## config.mk

```make
export PLATFORM = sky130hd
export DESIGN_NAME = pc_fetch_sequencer
export DESIGN_NICKNAME = d
export VERILOG_FILES = /design/src/rtl/pc_fetch_sequencer.sv
export SDC_FILE = /design/constraint.sdc
export NUM_CORES = 1
export LEC_CHECK = 0
export BUFFER_PORTS_ARGS = -buffer_cell sky130_fd_sc_hd__buf_2
export CAP_MARGIN = 20
export CELL_PAD_IN_SITES_DETAIL_PLACEMENT = 1
export CELL_PAD_IN_SITES_GLOBAL_PLACEMENT = 1
export CORE_MARGIN = 2
export CORE_UTILIZATION = 44
export DETAILED_ROUTE_END_ITERATION = 7
export PLACE_DENSITY_LB_ADDON = 0.1
export SYNTH_ARGS = -nofsm -noshare
export SYNTH_HDL_FRONTEND = slang
export SYNTH_SLANG_ARGS = --single-unit
```

## constraint.sdc

```tcl
create_clock -name CLK -period 6.6 [get_ports CLK]
set_input_delay 0.33 -clock CLK [delete_from_list [all_inputs] [get_ports CLK]]
set_output_delay 0.33 -clock CLK [all_outputs]
set_load 0.02 [all_outputs]
```

## src/rtl/pc_fetch_sequencer.sv

```systemverilog
// Program counter owner: fetch request, imem wait, execute/commit.
// Holds the fetched word for decode and updates PC on commit.
module pc_fetch_sequencer #(
  parameter logic [31:0] RESET_PC = 32'd0,
  parameter logic [31:0] PC_STEP  = 32'd4
) (
  input  logic        CLK,
  input  logic        RESET,
  input  logic        IMEM_BUSYWAIT,
  input  logic [31:0] INSTRUCTION,
  input  logic        DMEM_BUSYWAIT,
  input  logic        JUMP,
  input  logic        BRANCH,
  input  logic        BNE,
  input  logic        ZERO,
  input  logic [7:0]  OFFSET,
  output logic [31:0] PC,
  output logic        IMEM_READ,
  output logic [31:0] INSTR_OUT,
  output logic        INSTR_VALID,
  output logic [31:0] RETIRED
);

  typedef enum logic [1:0] {
    S_IDLE,
    S_REQ,
    S_WAIT,
    S_EXEC
  } state_t;

  state_t      state;
  logic        taken;
  logic [31:0] seq_pc;
  logic [31:0] target;
  logic [31:0] off_bytes;

  assign taken     = JUMP | (BRANCH & ZERO) | (BNE & ~ZERO);
  assign seq_pc    = PC + PC_STEP;
  assign off_bytes = {{22{OFFSET[7]}}, OFFSET, 2'b00};
  assign target    = seq_pc + off_bytes;

  // IMEM_READ/INSTR_VALID are updated together with state,
  // so they always reflect the registered state.
  always_ff @(posedge CLK or negedge RESET) begin
    if (!RESET) begin
      state       <= S_IDLE;
      PC          <= RESET_PC;
      IMEM_READ   <= 1'b0;
      INSTR_OUT   <= 32'd0;
      INSTR_VALID <= 1'b0;
      RETIRED     <= 32'd0;
    end else begin
      unique case (state)
        S_IDLE: begin
          state     <= S_REQ;
          IMEM_READ <= 1'b1;
        end
        S_REQ: begin
          state <= S_WAIT;
        end
        S_WAIT: begin
          if (!IMEM_BUSYWAIT) begin
            state       <= S_EXEC;
            INSTR_OUT   <= INSTRUCTION;
            IMEM_READ   <= 1'b0;
            INSTR_VALID <= 1'b1;
          end
        end
        S_EXEC: begin
          if (!DMEM_BUSYWAIT) begin
            state       <= S_REQ;
            PC          <= taken ? target : seq_pc;
            RETIRED     <= RETIRED + 32'd1;
            INSTR_VALID <= 1'b0;
            IMEM_READ   <= 1'b1;
          end
        end
        default: begin
          state       <= S_IDLE;
          IMEM_READ   <= 1'b0;
          INSTR_VALID <= 1'b0;
        end
      endcase
    end
  end

endmodule

```

==> impl_table.tex, run 1 <==
\begin{tabular}{lr}
\hline
Metric & Value \\
\hline
\multicolumn{2}{l}{\textbf{Global routing}} \\
Via count of the first global-routing pass & 5,833 \\
Grt ovf & 0 \\
Maximum number of pins on one net before global-route repair & 76 \\
Initial antenna violation count & 0 \\
First-pass GRT wire length & 29,600 um \\
GRT Total Usage & 24.7\% \\
\multicolumn{2}{l}{\textbf{STA}} \\
Share of the clock period used by the worst path after layout & 66.3\% \\
Maximum achievable frequency & 229 MHz \\
Number of failing hold endpoints at the final stage & 0 \\
Worst slew pin tran & 0.989 ns \\
Accumulated negative setup slack & 0 ns \\
Max-slew headroom & 34.1\% \\
Final min period & 4.37 ns \\
Number of pins with negative max-slew slack in the final report & 0 \\
Number of setup violations in the final report & 0 \\
Minimum hold slack & 0.209 ns \\
RSZ-0062 raised after global routing & no \\
Clock Skews & 0.00882 ns \\
\multicolumn{2}{l}{\textbf{Floorplanning}} \\
Number of rows created at floorplan & 43 \\
Horizontal die dimension & 124 um \\
Starting Density & 45.3\% \\
Die Height & 124 um \\
Die Outline Area & 15,300 um\^{}2 \\
Boundary pin count & 146 \\
CORE AREA & 13,900 um\^{}2 \\
\multicolumn{2}{l}{\textbf{Route}} \\
Drt initial violations & 256 \\
Remaining design rule violation count & 0 \\
Uppermost layer routed & met4 \\
Final wirelength & 18,800 um \\
Detail-routed via count per cell & 5.67 \\
Number of vias after detailed routing & 5,668 \\
Number of search-and-repair iterations in the first detailed-routing pass & 5 \\
Sum of met3 wire segment lengths after detailed routing & 772 um \\
Routed wire length on met2 & 9460 um \\
Wire length on met1 & 8360 um \\
WL/cell & 18.8 um \\
Antenna Violating Nets Remaining & 0 \\
\multicolumn{2}{l}{\textbf{Power and ir drop}} \\
Largest voltage drop on the vdd net & 204 uV \\
Pwr dens & 485 nW/um\^{}2 \\
Leakage power of the design & 3.59 nW \\
PnR Total Power & 3.65 mW \\
\multicolumn{2}{l}{\textbf{Critical path}} \\
Startpoint type of the worst setup path & register \\
Highest net fanout along the worst path & 7 \\
Data required time at the worst endpoint & 6.88 ns \\
Worst path arrival time & 4.66 ns \\
Crit Path Category & reg -> reg \\
CP endpoint kind & register \\
\multicolumn{2}{l}{\textbf{Layout}} \\
Nets@finish & 904 \\
Area of all sequential standard cells & 2450 um\^{}2 \\
Area used by multi-input combinational logic & 3710 um\^{}2 \\
Final Core Density & 54.1\% \\
Syn-to-layout area delta & 19.5\% \\
Number of fillers in the final layout & 1,664 \\
Fraction of layout cells with a size suffix above 1 & 25.4\% \\
Count of antenna diodes in the layout & 0 \\
\multicolumn{2}{l}{\textbf{Synth}} \\
Gate count of the mapped netlist & 682 \\
Proportion of synthesized flip-flops having asynchronous set or reset & 100\% \\
Ys Warns & 0 \\
Synthesized area & 6310 um\^{}2 \\
Average footprint of a synthesized cell & 9.25 um\^{}2 \\
Sequential cell area fraction in the yosys report & 38.9\% \\
Number of library cell types mapped by synthesis & 50 \\
Number of enable flip-flop cells after synthesis & 0 \\
Number of storage elements in the synthesis netlist & 98 \\
Main flop type after synthesis & sky130\_fd\_sc\_hd\_\_dfrtp\_1 \\
\multicolumn{2}{l}{\textbf{Clocking}} \\
Number of buffers inserted during clock tree synthesis & 9 \\
Buffer type at the clock tree root & sky130\_fd\_sc\_hd\_\_clkbuf\_16 \\
Clk Latency, worst-skew pair & 0.35 ns \\
Maximum level of the CTS H-tree & 3 \\
CTS Sinks & 98 \\
Clock tree buffer depth & 2 \\
Post-CTS Setup Inserts & 0 \\
CTS tree & done \\
Reg clk slew, reported paths & 0.08 ns \\
\multicolumn{2}{l}{\textbf{Placed design}} \\
Detailed placement HPWL & 13,700 um \\
Port Buf Inserts & 143 \\
Routability congestion estimate & 0.878 \\
\multicolumn{2}{l}{\textbf{Hold path}} \\
Classification of the worst-slack hold path & in -> reg \\
\multicolumn{2}{l}{\textbf{Run status}} \\
Outcome & complete, no violations \\
\multicolumn{2}{l}{\textbf{Flow run}} \\
Count of max-cap constraint violations & 0 \\
\hline
\end{tabular}
-- cell usage in the layout, fill, tap and decap left out, types with 10 or more instances in the layout --
cell	n
sky130_fd_sc_hd__dfrtp_1	98
sky130_fd_sc_hd__nand2_1	62
sky130_fd_sc_hd__xor2_1	26
sky130_fd_sc_hd__ha_1	41
sky130_fd_sc_hd__buf_2	142
sky130_fd_sc_hd__xnor2_1	57
sky130_fd_sc_hd__nand4_1	16
sky130_fd_sc_hd__a21o_1	11
sky130_fd_sc_hd__a21oi_1	52
sky130_fd_sc_hd__nor2_1	51
sky130_fd_sc_hd__inv_1	14
sky130_fd_sc_hd__nor3_1	10
sky130_fd_sc_hd__nand3_1	39
sky130_fd_sc_hd__mux2_2	34
sky130_fd_sc_hd__o21ai_0	45
sky130_fd_sc_hd__and3_1	16
-- cell type report --
type | count | area share, %
timing repair buffer | 149 | 10.2
clock buffer | 10 | 3.17
multi-input combinational | 542 | 49.2
tap | 180 | 2.99
inverter | 14 | 0.697
clock inverter | 6 | 1.25
sequential | 98 | 32.5
-- cell usage after synthesis, drive strengths merged (6+ instances only) --
cell type | instances | area share, %
nand2 | 62 | 3.7
nand4 | 16 | 1.6
nor2b | 7 | 0.69
xnor2 | 57 | 7.9
a21oi | 56 | 4.7
clkbuf | 21 | 1.2
buf | 8 | 0.59
mux2 | 34 | 6.1
nand3 | 39 | 3.1
ha | 41 | 8.1
a211oi | 6 | 0.79
inv | 14 | 0.83
dfrtp | 98 | 39
nor3 | 10 | 0.79
and3 | 16 | 1.6
nor2 | 51 | 3.0
xor2 | 26 | 3.6
and4 | 6 | 0.83
o21ai | 46 | 3.6
a21o | 11 | 1.3
-- worst paths after layout --
path / startpoint / to / slack, ns / depth (start not counted)
setup / recovery: PC[5] / PC[26] / 2.23 / 17
hold / removal: INSTRUCTION[8] / INSTR_OUT[8] / 0.21 / 2
setup reg to reg: PC[5] / PC[26] / 2.23 / 17
hold reg to reg: RETIRED[31] / RETIRED[31] / 0.47 / 1
max in group asynchronous: RESET / INSTR_OUT[20] / 4.81 / 3
min in group asynchronous: RESET / PC[30] / 0.45 / 2
-- report_power, final --
group          internal [mW]  switching [mW]
Clock                  0.347           0.257
Sequential             0.815           0.244
Combinational          0.804            1.19
-- cell families (layout without fill, tap and decap cells) --
logic type / count (synthesis) / in the layout / share of synthesized area (%)
AND/OR/NAND/NOR: 220 / 220 / 16.7
AO/OA/AOI/OAI: 161 / 161 / 15.6
flip-flops: 98 / 98 / 38.9
XOR/XNOR: 83 / 83 / 11.5
buffers and inverters: 43 / 179 / 2.68
adder cells (fa/ha/maj): 42 / 42 / 8.45
multiplexers: 34 / 34 / 6.07
other: 1 / 2 / 0.0594
-- metal layers --
layer	vias up	global-route usage [%]
met5	-	0
met4	0	6.53
met3	12	3.02
met2	127	44.0
met1	2826	31.7
li1	2703	-
-- per-stage QoR --
step           worst slack, ns  cells  cell area, um^2
6_report                  2.23    999             7540
3_5_place_dp              2.29    982             7190
4_1_cts                   2.24    999             7540
5_1_grt                   1.94    999             7540
3_3_place_gp              2.42    982             7190
2_1_floorplan             2.51    683             6310
-- what timing repair did --
item	4_1_cts	5_1_grt
resized for setup	0	0
hold endpoints to repair	23	0
hold buffers	1	0
-- registers in the layout, indices dropped and copies added, names as in the netlist --
| name | cells |
|---|---|
| RETIRED | 32 |
| INSTR_VALID | 1 |
| state | 2 |
| PC | 30 |
| IMEM_READ | 1 |
| INSTR_OUT | 32 |
-- worst max-delay path, cell delays in order (launching register included) --
cell and delay, ns:
sky130_fd_sc_hd__dfrtp_1 0.47, sky130_fd_sc_hd__and4_1 0.35, sky130_fd_sc_hd__nand3_1 0.16, sky130_fd_sc_hd__nor2_1 0.20
sky130_fd_sc_hd__and4_1 0.29, sky130_fd_sc_hd__and2_1 0.26, sky130_fd_sc_hd__nand2_1 0.10, sky130_fd_sc_hd__xnor2_1 0.26
sky130_fd_sc_hd__ha_1 0.31, sky130_fd_sc_hd__a21oi_1 0.16, sky130_fd_sc_hd__o211ai_1 0.10, sky130_fd_sc_hd__a41o_1 0.23
sky130_fd_sc_hd__a31o_1 0.25, sky130_fd_sc_hd__a211oi_2 0.23, sky130_fd_sc_hd__nor2_1 0.11, sky130_fd_sc_hd__or4b_1 0.46
sky130_fd_sc_hd__a31o_1 0.23, sky130_fd_sc_hd__a21oi_2 0.14
Power figures use the tool's default switching activity.
==> inputs of run 2 (changes only) <==
--- a/config.mk
+++ b/config.mk
@@ -10,7 +10,7 @@
 export CELL_PAD_IN_SITES_DETAIL_PLACEMENT = 1
 export CELL_PAD_IN_SITES_GLOBAL_PLACEMENT = 1
 export CORE_MARGIN = 2
-export CORE_UTILIZATION = 44
+export CORE_UTILIZATION = 37
 export DETAILED_ROUTE_END_ITERATION = 7
 export PLACE_DENSITY_LB_ADDON = 0.1
 export SYNTH_ARGS = -nofsm -noshare
==> constraint.sdc (replaced) <==
create_clock -name CLK -period 3.9 [get_ports CLK]
set_input_delay 0.195 -clock CLK [delete_from_list [all_inputs] [get_ports CLK]]
set_output_delay 0.195 -clock CLK [all_outputs]
set_load 0.02 [all_outputs]
==> run 2 against run 1 <==
Net effect: clock skew up 0.00076 ns; sequential cell count unchanged; core utilization down 5.6 points; setup slack worse by 2.1 ns; sequential share of layout area down 2.0 points; cell count up 7.0%; critical path type unchanged; highest routed layer unchanged.
==> impl_table.tex, run 2 (synthesis gave the netlist of run 1 again) <==
\begin{tabular}{lr}
\hline
Metric & Value \\
\hline
\multicolumn{2}{l}{\textbf{Route}} \\
Remaining design rule violation count & 0 (unchanged) \\
Number of vias after detailed routing & 5,747 (was 5,668) \\
WL/cell & 18.5 um (was 18.8 um) \\
Antenna Violating Nets Remaining & 0 (unchanged) \\
Final wirelength & 19,700 um (was 18,800 um) \\
Drt initial violations & 236 (was 256) \\
Detail-routed via count per cell & 5.38 (was 5.67) \\
Number of search-and-repair iterations in the first detailed-routing pass & 4 (was 5) \\
\multicolumn{2}{l}{\textbf{Power and ir drop}} \\
Pwr dens & 805 nW/um\^{}2 (was 485 nW/um\^{}2) \\
PnR Total Power & 6.49 mW (was 3.65 mW) \\
Leakage power of the design & 3.77 nW (was 3.59 nW) \\
Largest voltage drop on the vdd net & 301 uV (was 204 uV) \\
\multicolumn{2}{l}{\textbf{Critical path}} \\
Worst-case register-to-register setup slack & 0.11 ns (was 2.23 ns) \\
Register-to-Register Path Depth & 16 (was 17) \\
Startpoint type of the worst setup path & register (unchanged) \\
Crit Path Category & reg -> reg (unchanged) \\
Worst path arrival time & 4.08 ns (was 4.66 ns) \\
FF-to-FF Start & PC[5] (unchanged) \\
Slowest CP cell & sky130\_fd\_sc\_hd\_\_or4b\_1 (was sky130\_fd\_sc\_hd\_\_dfrtp\_1) \\
Worst setup path endpoint & PC[26] (unchanged) \\
CP endpoint kind & register (unchanged) \\
Delay of the slowest cell on the worst path & 0.48 ns (was 0.47 ns) \\
Highest net fanout along the worst path & 3 (was 7) \\
Endpoint of the worst register-to-register path & PC[26] (unchanged) \\
Launch point of the worst path & PC[5] (unchanged) \\
Cell Chain, Critical Path & and4\_4, nand3\_4, nor2\_4, and3\_4, xor2\_4, ha\_4, a21oi\_2, o221ai\_2, a221o\_1, a41o\_1, a31o\_1, a211oi\_2, nor2\_2, or4b\_1, a31o\_1, a21oi\_2 (was and4\_1, nand3\_1, nor2\_1, and4\_1, and2\_1, nand2\_1, xnor2\_1, ha\_1, a21oi\_1, o211ai\_1, a41o\_1, a31o\_1, a211oi\_2, nor2\_1, or4b\_1, a31o\_1, a21oi\_2) \\
Data required time at the worst endpoint & 4.19 ns (was 6.88 ns) \\
\multicolumn{2}{l}{\textbf{Clocking}} \\
Buffer type at the clock tree root & sky130\_fd\_sc\_hd\_\_clkbuf\_16 (unchanged) \\
Clk Latency, worst-skew pair & 0.36 ns (was 0.35 ns) \\
CTS Sinks & 98 (unchanged) \\
Clock tree buffer depth & 2 (unchanged) \\
Maximum level of the CTS H-tree & 3 (unchanged) \\
Number of buffers inserted during clock tree synthesis & 9 (unchanged) \\
CTS tree & done (unchanged) \\
Reg clk slew, reported paths & 0.08 ns (about the same) \\
\multicolumn{2}{l}{\textbf{Global routing}} \\
Via count of the first global-routing pass & 6,144 (was 5,833) \\
First-pass GRT wire length & 31,700 um (was 29,600 um) \\
Routing layer with the top usage in global route & met2 (unchanged) \\
Maximum number of pins on one net before global-route repair & 67 (was 76) \\
Global routing usage on met3 & 2.74\% (was 3.02\%) \\
Initial antenna violation count & 0 (unchanged) \\
Grt ovf & 0 (unchanged) \\
Met1 usage & 28.5\% (was 31.7\%) \\
GRT Total Usage & 21.9\% (was 24.7\%) \\
Met2 demand-to-capacity share in global routing & 37.8\% (was 44.0\%) \\
\multicolumn{2}{l}{\textbf{STA}} \\
Accumulated negative setup slack & 0 ns (unchanged) \\
Worst slew pin tran & 0.945 ns (was 0.989 ns) \\
Share of the clock period used by the worst path after layout & 97.1\% (was 66.3\%) \\
Number of failing hold endpoints at the final stage & 0 (unchanged) \\
Maximum achievable frequency & 264 MHz (was 229 MHz) \\
Number of pins with negative max-slew slack in the final report & 0 (unchanged) \\
Clock Skews & 0.00958 ns (was 0.00882 ns) \\
Final min period & 3.79 ns (was 4.37 ns) \\
Number of setup violations in the final report & 0 (unchanged) \\
Max-slew headroom & 37.0\% (was 34.1\%) \\
RSZ-0062 raised after global routing & yes (was no) \\
\multicolumn{2}{l}{\textbf{Layout}} \\
Non-Filler Instances & 1,069 (was 999) \\
Number of fillers in the final layout & 1,997 (was 1,664) \\
Leading cell types in the layout, fill and taps excluded & sky130\_fd\_sc\_hd\_\_buf\_2, sky130\_fd\_sc\_hd\_\_dfrtp\_1, sky130\_fd\_sc\_hd\_\_nand2\_1 (unchanged) \\
Nets@finish & 934 (was 904) \\
Syn-to-layout area delta & 27.8\% (was 19.5\%) \\
Fraction of layout cells with a size suffix above 1 & 33.6\% (was 25.4\%) \\
Count of antenna diodes in the layout & 0 (unchanged) \\
Registers with the most flip-flops & INSTR\_OUT (32), RETIRED (32), PC (30) (unchanged) \\
Most common library cell in the layout ignoring fill and taps & sky130\_fd\_sc\_hd\_\_buf\_2 (unchanged) \\
\multicolumn{2}{l}{\textbf{Floorplanning}} \\
Die Outline Area & 18,100 um\^{}2 (was 15,300 um\^{}2) \\
Horizontal die dimension & 135 um (was 124 um) \\
Die Height & 135 um (was 124 um) \\
Starting Density & 37.9\% (was 45.3\%) \\
CORE AREA & 16,600 um\^{}2 (was 13,900 um\^{}2) \\
Boundary pin count & 146 (unchanged) \\
Number of rows created at floorplan & 47 (was 43) \\
\multicolumn{2}{l}{\textbf{Hold path}} \\
Classification of the worst-slack hold path & in -> reg (unchanged) \\
\multicolumn{2}{l}{\textbf{Placed design}} \\
Routability congestion estimate & 0.870 (was 0.878) \\
Placed Instances & 1,047 (was 982) \\
Port Buf Inserts & 143 (unchanged) \\
Detailed placement HPWL & 14,500 um (was 13,700 um) \\
\multicolumn{2}{l}{\textbf{Flow run}} \\
Count of max-cap constraint violations & 0 (unchanged) \\
\multicolumn{2}{l}{\textbf{Run status}} \\
Outcome & complete, no violations (unchanged) \\
\hline
\end{tabular}
run 2: cell types whose count changed in the layout (fill, tap and decap cells not counted), moves of 6 or more:
cell                      before  now
sky130_fd_sc_hd__dfrtp_2       0    7
sky130_fd_sc_hd__ha_1         41   34
sky130_fd_sc_hd__dfrtp_1      98   91
sky130_fd_sc_hd__xnor2_2       0    6
sky130_fd_sc_hd__buf_4         6   36
sky130_fd_sc_hd__xnor2_1      57   51
run 2: final cells by class:
type                    instances  area (um^2)  share of cell area, %
clock buffers                  10          239                   2.96
clock inverters                 6         82.6                   1.02
inverters                      14         52.6                  0.652
multi-input cells             542         3960                   49.1
flip-flops and latches         98         2460                   30.5
well taps                     220          275                   3.41
repair buffers                179          991                   12.3
run 2: metrics by stage:
stage / setup slack [ns] / util (%) / instance area (um^2) / hold slack, ns
after global routing: -0.0377 / 48.4 / 8060 / 0.0573
after detailed placement: -0.192 / 44.8 / 7460 / 0.379
after global placement: 0.0223 / 44.8 / 7460 / 0.362
final: 0.112 / 48.4 / 8060 / 0.0619
after CTS: 0.00118 / 47.4 / 7890 / 0.0503
after floorplan: 0.00604 / - / 6340 / -0.101
run 2: repair_timing:
| item | in CTS | in global routing |
|---|---|---|
| gates resized for setup | 15 | 36 |
| pin swaps | 5 | 13 |
| setup endpoints to repair | 5 | 10 |
| hold endpoints to repair | 13 | 0 |
| hold buffers | 1 | 0 |
| setup buffers | 3 | 2 |
run 2: layer usage:
layer,wire (um),up-vias
met4,384,0
li1,-,2747
met1,9040,2864
met2,9850,107
met3,465,29
met5,0,-
run 2: worst min-delay path by stage:
stage | cells after the start | end | slack [ns] | from
6_report | 2 | INSTR_OUT[25] | 0.06 | INSTRUCTION[25]
5_1_grt | 2 | INSTR_OUT[24] | 0.06 | INSTRUCTION[24]
4_1_cts | 2 | INSTR_OUT[24] | 0.05 | INSTRUCTION[24]
3_5_place_dp | 1 | PC[30] | 0.38 | RESET
3_3_place_gp | 1 | PC[30] | 0.36 | RESET
2_1_floorplan | 0 | IMEM_READ | -0.10 | RESET
run 2: power breakdown:
group | switching [mW] | total, mW | internal, mW
combinational | 2.20 | 3.76 | 1.56
sequential | 0.368 | 1.75 | 1.39
clock | 0.446 | 0.976 | 0.530
total | 3.01 | 6.49 | 3.48
run 2: worst max-delay path: cells and delay by family, from the launching register on:
kind | cells | cell delay [ns]
AOI/OAI and AO/OA | 8 | 1.66
and+or+nand+nor | 6 | 1.28
DFF | 1 | 0.36
adders and majority gates | 1 | 0.23
xor gates and xnor gates | 1 | 0.20
